## config.mk

```make
export PLATFORM = sky130hd
export DESIGN_NAME = bcd_to_bin
export DESIGN_NICKNAME = d
export VERILOG_FILES = /design/src/rtl/bcd_to_bin_pkg.sv /design/src/rtl/bcd_digit_mac.sv /design/src/rtl/bcd_to_bin.sv
export SDC_FILE = /design/constraint.sdc
export NUM_CORES = 1
export LEC_CHECK = 0
export CAP_MARGIN = 0
export CORE_UTILIZATION = 50
export CTS_CLUSTER_SIZE = 12
export DETAILED_ROUTE_END_ITERATION = 8
export PLACE_DENSITY = 0.74
export SLEW_MARGIN = 25
export SYNTH_ARGS = -nofsm -noshare
export SYNTH_HDL_FRONTEND = slang
export SYNTH_SLANG_ARGS = --single-unit
```

## constraint.sdc

```tcl
create_clock -name CLK -period 3.8 [get_ports CLK]
set_input_delay 0.57 -clock CLK [delete_from_list [all_inputs] [get_ports CLK]]
set_output_delay 0.57 -clock CLK [all_outputs]
set_load 0.02 [all_outputs]
```

## src/rtl/bcd_to_bin_pkg.sv

```systemverilog
// Shared definitions for the BCD-to-binary converter and its digit MAC.
package bcd_to_bin_pkg;

  // FSM state encoding
  localparam logic [0:0] ST_IDLE = 1'b0;
  localparam logic [0:0] ST_CONV = 1'b1;

  // Largest legal BCD nibble value
  localparam logic [3:0] BCD_MAX = 4'd9;

  // Width of the packed BCD input word for a given number of decades
  function automatic int unsigned bcd_in_width(input int unsigned decades);
    return 4 * decades;
  endfunction

endpackage

```

## src/rtl/bcd_digit_mac.sv

```systemverilog
// One BCD fold step: acc*10 + digit with saturation at 2^OUT_BITS-1.
module bcd_digit_mac
  import bcd_to_bin_pkg::*;
#(
  parameter int unsigned OUT_BITS = 14
) (
  input  logic [OUT_BITS-1:0] acc,
  input  logic [3:0]          digit,
  output logic [OUT_BITS-1:0] acc_next_c,
  output logic                ovf_c,
  output logic                bad_digit_c
);

  // Four extra bits hold acc*10+15 without wrapping.
  localparam int unsigned EXT_W = OUT_BITS + 4;
  localparam logic [EXT_W-1:0] SAT_EXT = EXT_W'({OUT_BITS{1'b1}});

  logic [EXT_W-1:0] acc_ext;
  logic [EXT_W-1:0] sum;

  // Shift-and-add multiply by ten, then clamp to the output range
  always_comb begin
    acc_ext     = EXT_W'(acc);
    sum         = (acc_ext << 3) + (acc_ext << 1) + EXT_W'(digit);
    ovf_c       = (sum > SAT_EXT);
    bad_digit_c = (digit > BCD_MAX);
    acc_next_c  = ovf_c ? {OUT_BITS{1'b1}} : sum[OUT_BITS-1:0];
  end

endmodule

```

## src/rtl/bcd_to_bin.sv

```systemverilog
// Sequential BCD-to-binary converter, one decade per enabled clock, MS digit first.
module bcd_to_bin
  import bcd_to_bin_pkg::*;
#(
  parameter int unsigned IN_DECADES = 4,
  parameter int unsigned OUT_BITS   = 14
) (
  input  logic                                CLK,
  input  logic                                CLR,
  input  logic                                CE,
  input  logic                                START,
  input  logic [bcd_in_width(IN_DECADES)-1:0] IN,
  output logic [OUT_BITS-1:0]                 Q,
  output logic                                BUSY,
  output logic                                DONE,
  output logic                                ERR,
  output logic                                OVF
);

  localparam int unsigned IN_W  = bcd_in_width(IN_DECADES);
  localparam int unsigned CNT_W = $clog2(IN_DECADES + 1);

  logic [0:0]          state_q,   state_d;
  logic [IN_W-1:0]     sr_q,      sr_d;
  logic [OUT_BITS-1:0] acc_q,     acc_d;
  logic [CNT_W-1:0]    cnt_q,     cnt_d;
  logic                err_q,     err_d;
  logic                ovf_q,     ovf_d;
  logic [OUT_BITS-1:0] q_q,       q_d;
  logic                busy_q,    busy_d;
  logic                done_q,    done_d;
  logic                err_out_q, err_out_d;
  logic                ovf_out_q, ovf_out_d;

  logic [3:0]          digit;
  logic [OUT_BITS-1:0] mac_acc;
  logic                mac_ovf;
  logic                mac_bad;
  logic                err_nx;
  logic                ovf_nx;

  assign digit = sr_q[IN_W-1 -: 4];

  bcd_digit_mac #(
    .OUT_BITS (OUT_BITS)
  ) u_mac (
    .acc         (acc_q),
    .digit       (digit),
    .acc_next_c  (mac_acc),
    .ovf_c       (mac_ovf),
    .bad_digit_c (mac_bad)
  );

  // Next-state and output logic; DONE defaults low so it is one CLK wide regardless of CE
  always_comb begin
    state_d   = state_q;
    sr_d      = sr_q;
    acc_d     = acc_q;
    cnt_d     = cnt_q;
    err_d     = err_q;
    ovf_d     = ovf_q;
    q_d       = q_q;
    busy_d    = busy_q;
    done_d    = 1'b0;
    err_out_d = err_out_q;
    ovf_out_d = ovf_out_q;
    err_nx    = err_q | mac_bad;
    ovf_nx    = ovf_q | mac_ovf;

    case (state_q)
      ST_IDLE: begin
        if (CE && START) begin
          state_d   = ST_CONV;
          sr_d      = IN;
          acc_d     = '0;
          cnt_d     = CNT_W'(IN_DECADES);
          busy_d    = 1'b1;
          err_d     = 1'b0;
          ovf_d     = 1'b0;
          err_out_d = 1'b0;
          ovf_out_d = 1'b0;
        end
      end
      ST_CONV: begin
        if (CE) begin
          sr_d  = sr_q << 4;
          cnt_d = cnt_q - CNT_W'(1);
          acc_d = mac_acc;
          err_d = err_nx;
          ovf_d = ovf_nx;
          if (cnt_q == CNT_W'(1)) begin
            // An invalid digit wins over overflow and forces a zero result.
            q_d       = err_nx ? '0 : mac_acc;
            err_out_d = err_nx;
            ovf_out_d = ovf_nx & ~err_nx;
            done_d    = 1'b1;
            busy_d    = 1'b0;
            state_d   = ST_IDLE;
          end
        end
      end
      default: begin
        state_d = ST_IDLE;
        busy_d  = 1'b0;
      end
    endcase
  end

  // State registers with synchronous clear taking priority over CE
  always_ff @(posedge CLK) begin
    if (CLR) begin
      state_q   <= ST_IDLE;
      sr_q      <= '0;
      acc_q     <= '0;
      cnt_q     <= '0;
      err_q     <= 1'b0;
      ovf_q     <= 1'b0;
      q_q       <= '0;
      busy_q    <= 1'b0;
      done_q    <= 1'b0;
      err_out_q <= 1'b0;
      ovf_out_q <= 1'b0;
    end else begin
      state_q   <= state_d;
      sr_q      <= sr_d;
      acc_q     <= acc_d;
      cnt_q     <= cnt_d;
      err_q     <= err_d;
      ovf_q     <= ovf_d;
      q_q       <= q_d;
      busy_q    <= busy_d;
      done_q    <= done_d;
      err_out_q <= err_out_d;
      ovf_out_q <= ovf_out_d;
    end
  end

  assign Q    = q_q;
  assign BUSY = busy_q;
  assign DONE = done_q;
  assign ERR  = err_out_q;
  assign OVF  = ovf_out_q;

endmodule

```

==> results by group <==
Die
  • Num rows: 27
  • Core area: 5540 um2
  • Die area: ~6100 um2
  • Number of I/O pins: 38
  • Starting Density: 52.1%
  • Die W: 77.9 um
  • Die height: between 70 and 80 um

STA
  • Final number of hold-violating endpoints: 0
  • Final Setup Violations: 0
  • Final Max Slew Viols: 0
  • RSZ-0062 raised after global routing: no
  • Setup tns final: 0 ns
  • Slew HR: 48.1%
  • Setup Skew: 0.00674 ns
  • Worst hold slack: roughly 0.47 ns
  • Least-Margin Pin Slew: between 0.7 and 0.8 ns
  • Minimum clock period: approximately 3.4 ns
  • Final WS setup: roughly 0.41 ns
  • Achievable clock frequency: 0.295 GHz
  • Fin crit share: just under 90%

Setup path
  • Reg2Reg Depth: 11
  • Crit path launch type: flop
  • Worst flop-to-flop path startpoint: sr_q[15]
  • Worst r2r dst: acc_q[8]
  • Critical-path maximum fanout: 10
  • Crit path capture type: flop
  • Crit path kind: reg2reg
  • WP data required: 4.00 ns
  • R2R setup slack: approximately 0.41 ns
  • WP data arrival: 3.59 ns

Synthesis
  • Count of warnings emitted by yosys: 0
  • Post-synth net total: 351
  • Number of synthesized flops with an enable pin: 0
  • Post-Syn Area: 2880 um2
  • Post-synthesis async set-or-reset flop share: 0%
  • Yosys cell types: 49
  • Seq cells post-synth: 54
  • Average size of a mapped cell: just under 10 um2
  • Synth Instances: 300
  • Synth Flop Type: dfxtp_1
  • Register area share after synthesis: 37.5%

Layout
  • Share of cells above drive strength 1: 7.49%
  • Fin area: 3430 um2
  • Nets@finish: around 390
  • Layout area overhead: 19.1%
  • # diodes: 0

Worst hold path
  • Cells on Worst Hold Path: 2
  • Hold Startpoint: BUSY
  • Worst min path class: reg2reg
  • Worst Hold End: BUSY

Flow run
  • Max Cap Viol: 0

Clock network
  • Worst-path clk slew: around 0.09 ns
  • H-tree depth: 2
  • Post-CTS setup buffer count: 0
  • Num CTS Buffers: 5
  • Post-CTS resize count: 0
  • CTS max path bufs: 2
  • Cts hold-fix bufs: 0
  • Clock root buffer: clkbuf_8
  • CTS tree: yes
  • Clock sink count: 54
  • Clock latency on the worst-skew pair: 0.31 ns

Global routing
  • Total GRT Usage: a little under a quarter
  • Initial antenna violation count: 0
  • Largest net degree at the start of global routing: 23
  • Total grt overflow: 0
  • First-pass GRT wire length: about 11,000 um
  • Vias in the first global route: 2,309

Power
  • Lkg Pwr: roughly 1.5 nW
  • PwrDens: 319 nW/um2
  • Worst VDD drop: 167 uV
  • Post-layout total power: roughly 1.1 mW

Outcome
  • Status: finished clean

Place
  • Pre-CTS setup slack: 0.474 ns
  • Post-DP Area: between 3000 and 4000 um2
  • Port-buffer cells: 37
  • Hpwl dp: 4700 um
  • Placer Congestion: 0.813

Routing
  • Routed wire per std cell: approximately 16 um
  • Vias: 2,409
  • DRC: 0
  • Final WL: 6420 um
  • Number of vias per cell: about 5.9
  • Iteration-0 DRC count of the detailed router: 217
  • Final ANT Viol Nets: 0
  • Router iterations before antenna repair: 4
[cells by family (layout without fill, tap and decap cells)]
family / count (synthesis) / in the layout / synth area share (%)
adder cells (fa/ha/maj): 31 / 31 / 14.0
AO/OA/AOI/OAI: 103 / 103 / 28.3
XOR/XNOR: 10 / 10 / 3.04
AND/OR/NAND/NOR: 67 / 67 / 10.2
flip-flops: 54 / 54 / 37.5
buffers and inverters: 26 / 60 / 3.82
multiplexers: 9 / 9 / 3.12
[report_power, final]
part,internal [mW],total [mW],switching [mW],leakage [nW]
Combinational,0.0486,0.102,0.0529,0.981
Clock,0.211,0.397,0.186,0.0573
Sequential,0.583,0.598,0.0153,0.439
[synth_stat cells (4+ instances only)]
| cell | count | share of area, % |
|---|---|---|
| o21ai_0 | 10 | 1.7 |
| nor2_1 | 31 | 4.0 |
| mux2i_1 | 9 | 3.1 |
| inv_1 | 11 | 1.4 |
| ha_1 | 29 | 13 |
| a221o_1 | 28 | 9.7 |
| nand2_1 | 19 | 2.5 |
| clkbuf_1 | 9 | 1.2 |
| a211oi_1 | 12 | 3.1 |
| a21oi_1 | 19 | 3.3 |
| xnor2_1 | 7 | 2.1 |
| a22oi_1 | 4 | 1.0 |
| dfxtp_1 | 54 | 37 |
[sequential cells by signal (all words and copies together) (netlist names)]
signal   count
acc_q       14
ERR          1
err_q        1
cnt_q        3
sr_q        16
OVF          1
ovf_q        1
state_q      1
DONE         1
Q           14
BUSY         1
[per-stage QoR]
stage,utilization (%),cells
6_report,62.0,406
5_1_grt,62.0,406
4_1_cts,61.9,406
3_5_place_dp,59.9,399
3_3_place_gp,59.9,399
2_1_floorplan,-,300
[critical path, stage by stage (launching register included)]
cell and delay [ns]:
dfxtp_1 0.35, fa_1 0.56, inv_1 0.07, fa_1 0.48, nor2b_2 0.19, o211ai_2 0.12, a31oi_1 0.35, a21oi_1 0.14
o31ai_2 0.38, a21boi_2 0.15, buf_4 0.20, a221o_1 0.27
[placed cells by master (no fill, tap or decap), types with 4 or more instances in the layout]
| master | count |
|---|---|
| xnor2_1 | 7 |
| dfxtp_1 | 54 |
| nand2_1 | 19 |
| o21ai_0 | 10 |
| mux2i_1 | 9 |
| inv_1 | 11 |
| ha_1 | 29 |
| a21oi_1 | 19 |
| clkdlybuf4s50_1 | 37 |
| clkbuf_8 | 6 |
| buf_4 | 5 |
| a221o_1 | 28 |
| nor2_1 | 30 |
| a211oi_1 | 12 |
| a22oi_1 | 4 |
[worst max-delay path by stage]
stage	from	end	cells past startpoint
5_1_grt	sr_q[15]	acc_q[10]	11
4_1_cts	sr_q[15]	acc_q[12]	11
3_3_place_gp	sr_q[15]	Q[0]	10
6_report	sr_q[15]	acc_q[8]	11
2_1_floorplan	sr_q[15]	acc_q[10]	11
3_5_place_dp	sr_q[15]	acc_q[8]	11
[final cells by class]
class,count,area [um2]
Fill cell,492,2110
Multi-Input combinational cell,220,1700
Sequential cell,54,1080
Timing Repair Buffer,42,408
Tap cell,72,90.1
Clock buffer,6,82.6
Inverter,11,41.3
Clock inverter,1,30.0
[per-layer routing]
layer / global-route usage [%] / part of all wire [%]
met1: 28.1 / 46
met2: 39.7 / 49
met3: 4.24 / 3.1
met4: 9.44 / 1.7
met5: 0 / 0
Note: power is estimated with default switching activity, not from simulation.
